--- src/rtl/shift_arbiter_if.sv ---
// Two-requester shift arbiter bus: requester A/B operand channels, response channel and per-requester counters.
interface shift_arbiter_if #(
    parameter int unsigned CNT_W = 16
);
    logic             a_valid;
    logic             a_ready;
    logic [31:0]      a_data;
    logic [4:0]       a_shamt;
    logic             a_dir;

    logic             b_valid;
    logic             b_ready;
    logic [31:0]      b_data;
    logic [4:0]       b_shamt;
    logic             b_dir;

    logic             rsp_valid;
    logic             rsp_ready;
    logic [31:0]      rsp_data;
    logic             rsp_id;

    logic [CNT_W-1:0] a_count;
    logic [CNT_W-1:0] b_count;

    modport slave (
        input  a_valid, a_data, a_shamt, a_dir,
        input  b_valid, b_data, b_shamt, b_dir,
        input  rsp_ready,
        output a_ready, b_ready,
        output rsp_valid, rsp_data, rsp_id,
        output a_count, b_count
    );

    modport master (
        output a_valid, a_data, a_shamt, a_dir,
        output b_valid, b_data, b_shamt, b_dir,
        output rsp_ready,
        input  a_ready, b_ready,
        input  rsp_valid, rsp_data, rsp_id,
        input  a_count, b_count
    );
endinterface

--- src/rtl/shift_arbiter.sv ---
// Round-robin arbiter feeding two requesters into one shared 32-bit barrel shifter with a single response register.
// Optional logical right shift via bit reversal when SHIFT_ARBITER_RIGHT_EN is defined; otherwise dir is ignored.
module shift_arbiter #(
    parameter int unsigned CNT_W = 16
) (
    input  logic            clk,
    input  logic            rst_n,
    shift_arbiter_if.slave  bus
);
    localparam int unsigned DATA_W = 32;
    localparam int unsigned SH_W   = 5;

    localparam logic [0:0] ST_EMPTY = 1'b0;
    localparam logic [0:0] ST_FULL  = 1'b1;

    localparam logic GNT_A = 1'b0;
    localparam logic GNT_B = 1'b1;

    localparam logic [CNT_W-1:0] CNT_MAX = '1;

    logic [0:0]        state_q, state_d;
    logic              last_grant_q, last_grant_d;
    logic [DATA_W-1:0] rsp_data_q, rsp_data_d;
    logic              rsp_id_q, rsp_id_d;
    logic [CNT_W-1:0]  a_count_q, a_count_d;
    logic [CNT_W-1:0]  b_count_q, b_count_d;

    logic              slot_free_c;
    logic              grant_a_c;
    logic              grant_b_c;
    logic              accept_c;
    logic              handshake_c;
    logic [DATA_W-1:0] operand_c;
    logic [SH_W-1:0]   shamt_c;
    logic [DATA_W-1:0] shift_in_c;
    logic [DATA_W-1:0] shift_out_c;
    logic [DATA_W-1:0] result_c;

    function automatic logic [DATA_W-1:0] bit_rev(input logic [DATA_W-1:0] v);
        logic [DATA_W-1:0] r;
        for (int i = 0; i < int'(DATA_W); i++) begin
            r[i] = v[DATA_W-1-i];
        end
        return r;
    endfunction

    // Slot is free when empty or when the held response leaves this cycle; the loser of the last accept wins a tie.
    always_comb begin
        slot_free_c = (state_q == ST_EMPTY) | bus.rsp_ready;
        grant_a_c   = slot_free_c & bus.a_valid & (~bus.b_valid | (last_grant_q == GNT_B));
        grant_b_c   = slot_free_c & bus.b_valid & (~bus.a_valid | (last_grant_q == GNT_A));
        accept_c    = grant_a_c | grant_b_c;
        handshake_c = (state_q == ST_FULL) & bus.rsp_ready;
    end

    always_comb begin
        operand_c = grant_b_c ? bus.b_data  : bus.a_data;
        shamt_c   = grant_b_c ? bus.b_shamt : bus.a_shamt;
    end

`ifdef SHIFT_ARBITER_RIGHT_EN
    logic dir_c;

    // Right shift reuses the left shifter by mirroring operand and result.
    always_comb begin
        dir_c      = grant_b_c ? bus.b_dir : bus.a_dir;
        shift_in_c = dir_c ? bit_rev(operand_c) : operand_c;
        result_c   = dir_c ? bit_rev(shift_out_c) : shift_out_c;
    end
`else
    logic unused_dir_c;
    assign unused_dir_c = bus.a_dir ^ bus.b_dir;

    always_comb begin
        shift_in_c = operand_c;
        result_c   = shift_out_c;
    end
`endif

    // Shared shifter: five cascaded stages of 1/2/4/8/16.
    always_comb begin
        shift_out_c = shift_in_c;
        for (int s = 0; s < int'(SH_W); s++) begin
            if (shamt_c[s]) begin
                shift_out_c = shift_out_c << (1 << s);
            end
        end
    end

    always_comb begin
        state_d      = state_q;
        last_grant_d = last_grant_q;
        rsp_data_d   = rsp_data_q;
        rsp_id_d     = rsp_id_q;
        a_count_d    = a_count_q;
        b_count_d    = b_count_q;

        case (state_q)
            ST_EMPTY: if (accept_c) state_d = ST_FULL;
            ST_FULL:  if (bus.rsp_ready && !accept_c) state_d = ST_EMPTY;
        endcase

        if (accept_c) begin
            rsp_data_d   = result_c;
            rsp_id_d     = grant_b_c ? GNT_B : GNT_A;
            last_grant_d = grant_b_c ? GNT_B : GNT_A;
        end

        if (handshake_c) begin
            if (rsp_id_q == GNT_A && a_count_q != CNT_MAX) a_count_d = a_count_q + CNT_W'(1);
            if (rsp_id_q == GNT_B && b_count_q != CNT_MAX) b_count_d = b_count_q + CNT_W'(1);
        end
    end

    always_ff @(posedge clk or negedge rst_n) begin
        if (!rst_n) begin
            state_q      <= ST_EMPTY;
            last_grant_q <= GNT_B;
            rsp_data_q   <= '0;
            rsp_id_q     <= GNT_A;
            a_count_q    <= '0;
            b_count_q    <= '0;
        end else begin
            state_q      <= state_d;
            last_grant_q <= last_grant_d;
            rsp_data_q   <= rsp_data_d;
            rsp_id_q     <= rsp_id_d;
            a_count_q    <= a_count_d;
            b_count_q    <= b_count_d;
        end
    end

    assign bus.a_ready   = grant_a_c;
    assign bus.b_ready   = grant_b_c;
    assign bus.rsp_valid = (state_q == ST_FULL);
    assign bus.rsp_data  = rsp_data_q;
    assign bus.rsp_id    = rsp_id_q;
    assign bus.a_count   = a_count_q;
    assign bus.b_count   = b_count_q;

endmodule

--- src/flat_wrapper.sv ---
// flat-port wrapper written by rule: the top's interface ports become plain ports
module shift_arbiter_flat 
#(
    parameter int unsigned CNT_W = 16
)
  (clk, rst_n, bus_a_valid, bus_a_data, bus_a_shamt, bus_a_dir, bus_b_valid, bus_b_data, bus_b_shamt, bus_b_dir, bus_rsp_ready, bus_a_ready, bus_b_ready, bus_rsp_valid, bus_rsp_data, bus_rsp_id, bus_a_count, bus_b_count);
  shift_arbiter_if #(.CNT_W(CNT_W)) bus_i ();
  input  logic clk;
  input  logic rst_n;
  input wire logic [$bits(bus_i.a_valid)-1:0] bus_a_valid;
  input wire logic [$bits(bus_i.a_data)-1:0] bus_a_data;
  input wire logic [$bits(bus_i.a_shamt)-1:0] bus_a_shamt;
  input wire logic [$bits(bus_i.a_dir)-1:0] bus_a_dir;
  input wire logic [$bits(bus_i.b_valid)-1:0] bus_b_valid;
  input wire logic [$bits(bus_i.b_data)-1:0] bus_b_data;
  input wire logic [$bits(bus_i.b_shamt)-1:0] bus_b_shamt;
  input wire logic [$bits(bus_i.b_dir)-1:0] bus_b_dir;
  input wire logic [$bits(bus_i.rsp_ready)-1:0] bus_rsp_ready;
  output wire logic [$bits(bus_i.a_ready)-1:0] bus_a_ready;
  output wire logic [$bits(bus_i.b_ready)-1:0] bus_b_ready;
  output wire logic [$bits(bus_i.rsp_valid)-1:0] bus_rsp_valid;
  output wire logic [$bits(bus_i.rsp_data)-1:0] bus_rsp_data;
  output wire logic [$bits(bus_i.rsp_id)-1:0] bus_rsp_id;
  output wire logic [$bits(bus_i.a_count)-1:0] bus_a_count;
  output wire logic [$bits(bus_i.b_count)-1:0] bus_b_count;
  assign bus_i.a_valid = bus_a_valid;
  assign bus_i.a_data = bus_a_data;
  assign bus_i.a_shamt = bus_a_shamt;
  assign bus_i.a_dir = bus_a_dir;
  assign bus_i.b_valid = bus_b_valid;
  assign bus_i.b_data = bus_b_data;
  assign bus_i.b_shamt = bus_b_shamt;
  assign bus_i.b_dir = bus_b_dir;
  assign bus_i.rsp_ready = bus_rsp_ready;
  assign bus_a_ready = bus_i.a_ready;
  assign bus_b_ready = bus_i.b_ready;
  assign bus_rsp_valid = bus_i.rsp_valid;
  assign bus_rsp_data = bus_i.rsp_data;
  assign bus_rsp_id = bus_i.rsp_id;
  assign bus_a_count = bus_i.a_count;
  assign bus_b_count = bus_i.b_count;
  shift_arbiter #(.CNT_W(CNT_W)) u_core (.clk(clk), .rst_n(rst_n), .bus(bus_i));
endmodule
--- config.mk ---
export PLATFORM = sky130hd
export DESIGN_NAME = shift_arbiter_flat
export DESIGN_NICKNAME = d
export VERILOG_FILES = /design/src/rtl/shift_arbiter_if.sv /design/src/rtl/shift_arbiter.sv /design/src/flat_wrapper.sv
export SDC_FILE = /design/constraint.sdc
export NUM_CORES = 1
export LEC_CHECK = 0
export BUFFER_PORTS_ARGS = -buffer_cell sky130_fd_sc_hd__buf_2
export CAP_MARGIN = 10
export CORE_UTILIZATION = 55
export CTS_BUF_LIST = sky130_fd_sc_hd__clkbuf_4
export CTS_CLUSTER_DIAMETER = 60
export DETAILED_ROUTE_END_ITERATION = 16
export HOLD_SLACK_MARGIN = 0.03
export PLACE_DENSITY = 0.83
export SKIP_LAST_GASP = 1
export SLEW_MARGIN = 25
export SYNTH_ARGS = -nofsm -noshare
export SYNTH_HDL_FRONTEND = slang
export SYNTH_SLANG_ARGS = --single-unit
export TNS_END_PERCENT = 50
--- constraint.sdc ---
create_clock -name clk -period 2.15 [get_ports clk]
set_input_delay 0.3225 -clock clk [delete_from_list [all_inputs] [get_ports clk]]
set_output_delay 0.3225 -clock clk [all_outputs]
set_load 0.01 [all_outputs]
==> results of run 1 <==
## worst max path at each step
stage                        start                       to  slack, ps  depth (start not counted)
2_1_floorplan       bus_a_shamt[1]  u_core.bus.rsp_data[30]        140                          8
3_3_place_gp        bus_a_shamt[1]  u_core.bus.rsp_data[26]       -130                          8
3_5_place_dp         bus_rsp_ready  u_core.bus.rsp_data[26]       -150                         10
4_1_cts        u_core.last_grant_q  u_core.bus.rsp_data[31]        -40                          7
5_1_grt        u_core.last_grant_q  u_core.bus.rsp_data[24]        -20                          7
6_report       u_core.last_grant_q  u_core.bus.rsp_data[29]         50                          7
## power groups by stage
stage,Clock (mW),Combinational (mW),Sequential [mW]
CTS,0.880,1.93,1.69
global route,0.929,2.14,1.72
finish,0.864,2.01,1.70
detailed placement,0,1.90,1.71
floorplan,0,0.986,1.77
global placement,0,1.85,1.69
## per-stage QoR
step / instance area, sq um / std cells
after global placement: 7098 / 841
after global routing: 7413 / 863
after floorplan: 5752 / 522
final: 7413 / 863
after CTS: 7288 / 858
after detailed placement: 7098 / 841
## synthesized netlist by cell type, types with 4 or more instances
master | n | area share (%)
a22o_1 | 6 | 0.91
dfrtp_1 | 66 | 29
o211ai_1 | 12 | 1.6
and4_1 | 7 | 1.1
nor2_1 | 18 | 1.2
and3_1 | 9 | 0.98
xor2_1 | 4 | 0.61
a21oi_1 | 14 | 1.2
buf_1 | 4 | 0.26
nand2b_1 | 5 | 0.54
and2_1 | 4 | 0.43
o21ai_0 | 9 | 0.78
a222oi_1 | 4 | 0.70
nand4_1 | 10 | 1.1
xnor2_1 | 26 | 4.0
clkbuf_1 | 6 | 0.39
mux4_1 | 8 | 3.7
a22oi_1 | 10 | 1.3
nand2_1 | 60 | 3.9
mux2i_1 | 43 | 7.5
mux4_2 | 45 | 18
mux2_2 | 22 | 4.3
nand3_1 | 18 | 1.6
buf_4 | 9 | 1.2
o21ai_1 | 6 | 0.52
o22ai_1 | 8 | 0.87
buf_2 | 15 | 1.3
buf_6 | 7 | 1.4
## layout make-up
type | count | share of cell area [%]
inverters | 6 | 0.3713
well taps | 133 | 2.245
flip-flops and latches | 67 | 22.63
clock buffers | 10 | 1.013
multi-input cells | 408 | 52.46
clock inverters | 6 | 0.8945
repair buffers | 233 | 20.39
## cells by family (layout without fill, tap and decap cells)
group                    count (synthesis)  count (layout)  synth area share [%]
buffers and inverters                   47             255                 4.938
adder cells (fa/ha/maj)                  2               2                0.4350
AND/OR/NAND/NOR                        152             152                 13.47
multiplexers                           123             123                 34.24
AO/OA/AOI/OAI                          101             101                 13.18
XOR/XNOR                                30              30                 4.568
flip-flops                              67              67                 29.17
## worst max-delay path: stages (launching register included)
cell and delay [ps]:
dfstp_2 600, nand2_4 100, nand3_4 130, inv_6 80, mux2_1 500, buf_4 240, mux2i_2 200, o211ai_1 130
## sequential cells by signal, indices dropped and copies added, names as in the netlist
name	flops
u_core.last_grant_q	1
u_core.bus.rsp_valid	1
u_core.bus.rsp_data	32
u_core.bus.a_count	16
u_core.bus.b_count	16
u_core.bus.rsp_id	1
## routing by layer
| layer | vias to the layer above | global-route usage [%] |
|---|---|---|
| met2 | 317 | 56.48 |
| met5 | - | 0 |
| met4 | 0 | 10.82 |
| met3 | 42 | 6.391 |
| met1 | 2719 | 46.36 |
| li1 | 2457 | - |
## what timing repair did
item / 4_1_cts / 5_1_grt
hold endpoints to repair: 23 / 0
cloned: 0 / 1
endpoints found under the setup margin: 7 / 21
pin swaps: 1 / 5
hold buffers: 1 / 0
buffers inserted: 0 / 4
gates resized for setup: 8 / 14
==> reports/summary.txt, run 1 <==
Status: finished, final reports clean
First-pass GRT wire length: 29.05 mm
Critical hold path startpoint: bus_a_valid
RSZ-0062 raised after global routing: yes
Net count after synthesis: 605
Sink Count: 67
Fin nets: 808
Post-synthesis cell type count: 68
P per Cell Area: 616.5 mW/mm^2
Total GRT Usage: 34.48%
Power share of the clock group: 18.9%
Slew Viols, Final: 0
Final hold violation count: 0
Hold Slack: 286.4 ps
Vias: 5535
Worst R2R End: u_core.bus.rsp_data[29]
Maximum clock frequency: 0.4764 GHz
Sw Share: 38.33%
Slew HR: 57.10%
Layout area overhead: 28.89%
Net Switching: 1.752 mW
Drt pass-1 iters: 6
Met1 WL: 7.535 mm
Element type at the critical path end: flip-flop
Post-DR wirelength/cell: 21.45 um
Critical Path AT: 2400 ps
H-Tree Depth: 3
Die height: 104.3 um
Register area: 0.001678 sq mm
# setup viols final: 0
Clk slew on worst S/H paths: 130 ps
Cell count after synthesis: 522
Sequential cell area fraction in the yosys report: 29.17%
GR Overflow Total: 0
R2R depth: 7
Routed wl met2: 9.040 mm
Setup slack, reg-to-reg: 50 ps
Avg Cell Area, Syn: 11.02 sq um
Pre-CTS WS: -152.3 ps
Synthesis Warnings: 0
GPL Wtd Cong: 0.9773
Initial DRC Count: 419
Startpoint types: flip-flop
CORE AREA: 0.009955 sq mm
I/O Pins: 149
Clk Latency, worst-skew pair: 430 ps
Post-Route WL: 18.51 mm
Worst Hold Class: primary input to flip-flop
Pleak: 3.484 nW
Final Util: 74.47%
Final setup TNS: 0 ps
Final worst slack: 50.82 ps
Port buffer count: 146
Highest metal used: met4
Clock Skew: 27.99 ps
Hold path depth: 3
Final period util: 97.64%
Wire length on met3: 1.458 mm
Max-Cap Viols: 0
Maximum fanout along the worst path: 11
Worst-Margin Slew: 643.5 ps
Commonest non-fill, non-tap cell in the layout: buf_2
Remaining antenna violation count: 0
Clk root buf: clkbuf_4
FP Rows: 36
Synthesis-stage register bit count: 67
Filler cells: 718
Reg2reg start: u_core.last_grant_q
Vias/cell: 6.414
Vias in the first global route: 5342
Async set-reset flop share out of synthesis: 100.0%
Largest net degree at the start of global routing: 45
Most frequent cells in the layout: buf_2, buf_4, dfrtp_1
DRC: 0
Ys flop type: dfrtp_1
CP Class: flip-flop to flip-flop
Hold EP: u_core.bus.rsp_id
Min Clock Period, post-route: 2099 ps
Max VDD drop: 0.4980 mV
CP Data Required Time: 2450 ps
Post-synth EDFFs: 0
Chip Width: 104.3 um
Design internal power: 2.818 mW
Initial antenna violation count: 0
Initial Util: 57.78%
Comb pwr share: 44.0%
Synth Cell Area: 0.005752 sq mm
CTS Buffer Depth: 2
Die area: 0.01087 sq mm
Antenna cells: 0
Share of layout cells above drive strength 1: 47.53%
Area occupied by multi-input gates: 0.003889 sq mm
CTS tree: yes
CTS Buf Count: 9
Flop pwr share: 37.1%
Final total power: 4.570 mW
Post-DP HPWL: 14.82 mm
Note: power is estimated with default switching activity, not from simulation.
==> run 2: changes to the inputs <==
- BUFFER_PORTS_ARGS: -buffer_cell sky130_fd_sc_hd__buf_2 -> -buffer_cell sky130_fd_sc_hd__buf_4
- SETUP_SLACK_MARGIN: default -> 0.2
==> run 2 against run 1 <==
Clock skew decreased by 5.3 ps. Routed wire length rose by 2.9%. Hold slack lost 70 ps. Fmax down 0.79%. Non-clock buffer count rose by 8. Sequential power about the same. Critical path type unchanged. Highest routed layer unchanged.
==> reports/summary.txt, run 2 (synthesized netlist as in run 1, its figures left out) <==
DRC: 0
CP Data Required Time: 2490 ps
Fin nets: 816
Critical Path AT: 2450 ps
CTS tree: yes
Remaining antenna violation count: 0
Post-DR wirelength/cell: 21.85 um
Max-Cap Viols: 0
Drt pass-1 iters: 7
Initial DRC Count: 351
GR Overflow Total: 0
Final Util: 79.89%
Cell Chain, Critical Path: nand2_4 > nand3_4 > inv_8 > mux2_4 > a221oi_4 > buf_6 > mux2i_4 > buf_4 > o21ai_1
Final setup TNS: 0 ps
Sw Share: 37.89%
Clk root buf: clkbuf_4
Final instance area: 0.007953 sq mm
Element type at the critical path end: flip-flop
Vias: 5563
Final total power: 4.920 mW
Vias/cell: 6.380
Initial antenna violation count: 0
Final hold violation count: 0
Largest stage delay, worst path: 600 ps
Maximum fanout along the worst path: 7
Placed instance area: 0.007358 sq mm
Most frequent cells in the layout: buf_4, dfrtp_1, nand2_1
Flop pwr share: 34.5%
Commonest non-fill, non-tap cell in the layout: buf_4
Die area: 0.01087 sq mm
Worst Hold Class: primary input to flip-flop
Cell count after placement: 837
Status: finished, final reports clean
Clk Latency, worst-skew pair: 430 ps
Total GRT Usage: 35.74%
CTS Buffer Depth: 2
Layout area overhead: 38.26%
Comb pwr share: 47.0%
Min Clock Period, post-route: 2116 ps
Sink Count: 67
Power share of the clock group: 18.5%
Slew Viols, Final: 0
Clk slew on worst S/H paths: 130 ps
Initial Util: 57.78%
Max VDD drop: 0.5770 mV
CORE AREA: 0.009955 sq mm
Net Switching: 1.864 mW
First-pass GRT wire length: 30.03 mm
Die height: 104.3 um
Startpoint types: flip-flop
I/O Pins: 149
Share of layout cells above drive strength 1: 50.68%
Design internal power: 3.056 mW
Pleak: 3.629 nW
Port buffer count: 146
CP Buf/Inv Count: 3
Worst-Margin Slew: 830.8 ps
P per Cell Area: 618.6 mW/mm^2
Delay-heaviest family, CP: flip-flops
CTS Buf Count: 9
Post-Route WL: 19.06 mm
Vias in the first global route: 5529
Slowest CP cell: dfstp_2
# setup viols final: 0
Largest net degree at the start of global routing: 68
Final cell count without fillers: 872
FP Rows: 36
Slew HR: 44.62%
Final period util: 98.42%
Max reg flops: 32
Maximum clock frequency: 0.4726 GHz
RSZ-0062 raised after global routing: yes
Chip Width: 104.3 um
CP Class: flip-flop to flip-flop
Post-DP HPWL: 15.08 mm
GPL Wtd Cong: 0.9264
H-Tree Depth: 3
Clock Skew: 22.69 ps
[run 2: cell types whose count changed in the layout (fill, tap and decap cells not counted), sizes merged]
| cell | change |
|---|---|
| buf | +9 |
| clkbuf | -2 |
| clkinv | -5 |
| clkinvlp | +2 |
| diode | +1 |
| inv | +4 |
[run 2: area by class of cell]
type	instances	area, sq um
antenna	1	2.502
fill	629	2002
clock inverter	7	82.58
tap	133	166.4
timing repair buffer	241	1903
multi-input combinational	408	4021
clock buffer	9	67.56
inverter	6	30.03
sequential	67	1679
[run 2: timing repair]
item,in CTS,in global routing
hold buffers,1,0
pin swaps,15,11
gates resized for setup,39,27
endpoints found under the hold margin,66,0
setup buffers,10,7
setup endpoints to repair,43,57
[run 2: worst register-to-register path, cell delays in order, from the launching register on]
cell      delay [ps]
dfstp_2          600
nand2_4           90
nand3_4          150
inv_8             70
mux2_4           320
a221oi_4         270
buf_6            160
mux2i_4           80
buf_4            160
o21ai_1          140
[run 2: path summary, 6_finish.rpt]
check,start,end,slack (ps),cells after the start
worst min-delay path,bus_b_valid,u_core.bus.rsp_id,220,3
worst max-delay path,u_core.last_grant_q,u_core.bus.rsp_data[11],30,9
worst max register to register,u_core.last_grant_q,u_core.bus.rsp_data[11],30,9
min in group asynchronous,rst_n,u_core.bus.rsp_data[19],530,2
max in group asynchronous,rst_n,u_core.bus.a_count[4],1050,2
worst min register to register,u_core.bus.rsp_data[9],u_core.bus.rsp_data[9],500,1
[run 2: per-layer routing]
layer  wire, um  vias to the layer above  global-route usage (%)
li1           -                     2484                       -
met4        548                        0                   13.88
met1       7758                     2730                   47.67
met3       1514                       52                   6.579
met2       9235                      297                   57.85
met5          0                        -                       0
[run 2: metrics by stage]
stage               worst slack [ps]  hold WS, ps
finish                         34.01        216.1
global route                  -9.006        226.0
CTS                            101.5        205.0
detailed placement            -128.0        472.1
global placement              -86.77        458.0
floorplan                      202.2        26.91
[run 2: power groups by stage]
stage / Sequential (mW) / Clock, mW / Combinational, mW
after floorplan: 1.77 / 0 / 0.989
after detailed placement: 1.71 / 0 / 2.07
after global placement: 1.69 / 0 / 2.02
after CTS: 1.69 / 0.914 / 2.20
after global routing: 1.72 / 0.967 / 2.45
final: 1.70 / 0.908 / 2.31
==> run 3: changes to the inputs <==
- BUFFER_PORTS_ARGS: -buffer_cell sky130_fd_sc_hd__buf_4 -> default
- DONT_BUFFER_PORTS: default -> 1
- HOLD_SLACK_MARGIN: 0.03 -> default
- PLACE_DENSITY: 0.83 -> 0.7
==> run 3 against run 2 <==
Flip-flop and latch count is the same. Clock power fell by 5.9%. Cell area decreased by 17%. Critical path depth is 1 lower. Register-to-register slack improved by 40 ps. Largest power group is now sequential cells. Sequential power grew 4%. Fmax rose by 2.0%. Non-clock buffer count fell by 182.
==> reports/summary.txt, run 3 (synthesized netlist as in run 1, its figures left out) <==
CP Buf/Inv Count: 2
Design internal power: 2.684 mW
FP Rows: 36
Largest stage delay, worst path: 420 ps
CORE AREA: 0.009955 sq mm
Clk root buf: clkbuf_4
Chip Width: 104.3 um
Met1 Use GR: 41.62%
CTS Buf Count: 9
Initial Util: 57.78%
Final hold violation count: 0
Power share of the clock group: 20.2%
Pleak: 2.730 nW
Max-Cap Viols: 0
Worst Hold Class: primary input to flip-flop
Slew HR: 60.73%
Met2 usage: 48.53%
Cell Chain, Critical Path: buf_4 > nor2b_4 > nor4_4 > buf_4 > nor2_4 > mux2_4 > a222oi_1 > nand2_1
H-Tree Depth: 3
Maximum fanout along the worst path: 4
Clock Skew: 22.33 ps
Worst-Margin Slew: 582.7 ps
Commonest non-fill, non-tap cell in the layout: dfrtp_1
# setup viols final: 0
Post-DR wirelength/cell: 24.35 um
Antenna cells: 0
Remaining antenna violation count: 0
Clk slew on worst S/H paths: 120 ps
Vias: 4820
Cell mode on critical path: buf_4
Status: finished, final reports clean
Maximum clock frequency: 0.4821 GHz
Post-DP HPWL: 12.51 mm
Flop pwr share: 41.6%
Initial DRC Count: 435
Sw Share: 36.57%
Share of layout cells above drive strength 1: 34.71%
RSZ-0062 raised after global routing: yes
Min Clock Period, post-route: 2074 ps
Vias/cell: 6.996
Met3 Resource Use GR: 10.84%
Final worst slack: 75.57 ps
Element type at the critical path end: flip-flop
CTS Buffer Depth: 2
Pre-CTS WS: -28.71 ps
Port buffer count: 0
Final total power: 4.231 mW
I/O Pins: 149
Final period util: 96.49%
Die area: 0.01087 sq mm
Filler cells: 764
GR Overflow Total: 0
Delay-heaviest family, CP: simple AND/OR/NAND/NOR gates
Total GRT Usage: 31.38%
CP Class: flip-flop to flip-flop
Slew Viols, Final: 0
Fin nets: 634
DRC: 0
Largest net degree at the start of global routing: 68
Final Util: 66.49%
Clk Latency, worst-skew pair: 430 ps
CP Data Required Time: 2450 ps
GRT busiest layer: met2
Drt pass-1 iters: 7
Layout area overhead: 15.08%
Startpoint types: flip-flop
CTS tree: yes
Most frequent cells in the layout: dfrtp_1, nand2_1, buf_4
Max VDD drop: 0.4877 mV
Max reg flops: 32
Slowest CP cell: dfrtp_1
Comb pwr share: 38.2%
GPL Wtd Cong: 0.9439
Critical Path AT: 2380 ps
Sink Count: 67
Initial antenna violation count: 0
Die height: 104.3 um
Final cell count without fillers: 689
First-pass GRT wire length: 26.21 mm
Cell count after placement: 652
Net Switching: 1.547 mW
Vias in the first global route: 4721
Post-Route WL: 16.78 mm
P per Cell Area: 639.3 mW/mm^2
-- run 3: power groups by stage --
stage / clock network, mW / registers, mW / logic, mW
CTS: 0.867 / 1.76 / 1.49
global placement: 0 / 1.77 / 1.30
floorplan: 0 / 1.77 / 0.989
detailed placement: 0 / 1.78 / 1.33
global route: 0.919 / 1.80 / 1.73
finish: 0.854 / 1.76 / 1.62
-- run 3: path summary, 6_finish.rpt --
kind                                        start                      end  slack [ps]  cells after the start
setup / recovery             u_core.bus.rsp_valid  u_core.bus.rsp_data[17]          80                      8
hold / removal                        bus_b_valid      u_core.last_grant_q          60                      2
setup reg to reg             u_core.bus.rsp_valid  u_core.bus.rsp_data[17]          80                      8
hold reg to reg            u_core.bus.b_count[13]   u_core.bus.b_count[13]         550                      1
max in group asynchronous                   rst_n      u_core.last_grant_q        1390                      2
min in group asynchronous                   rst_n    u_core.bus.a_count[4]         450                      2
-- run 3: layout make-up --
type | instances | area [sq um] | share of cell area, %
clock buffer | 10 | 75.07 | 1.134
clock inverter | 6 | 65.06 | 0.9830
inverter | 6 | 27.53 | 0.4159
multi-input combinational | 408 | 4049 | 61.17
sequential | 67 | 1678 | 25.35
tap | 133 | 166.4 | 2.514
timing repair buffer | 59 | 558.0 | 8.431
-- run 3: what timing repair did --
item                                    CTS  global route
pin swaps                                 6            11
hold buffers                              2             0
buffers inserted                         12             5
endpoints found under the setup margin   33            49
resized for setup                        22            38
hold endpoints to repair                 67             0
cloned                                    2             0
-- run 3: worst reg2reg max path, delay by kind of cell, from the launching register on --
kind	cells	cell delay, ps
muxes	1	330
and+or+nand+nor	4	610
buffers and inverters	2	350
AOI/OAI and AO/OA	1	260
DFF	1	420
-- run 3: routing by layer --
layer / vias to the layer above / share of wire (%)
met5: - / 0
met4: 0 / 2.2
met3: 35 / 11
met2: 290 / 48
met1: 2382 / 39
li1: 2113 / -
-- run 3: through the flow --
stage                     hold slack, ps  setup TNS [ps]  instance area [sq um]
final                              55.77               0                   6619
after CTS                          44.15               0                   6402
after floorplan                    26.91               0                   5762
after detailed placement           28.09          -50.32                   5969
after global placement             28.07               0                   5969
after global routing               24.45          -42.76                   6619
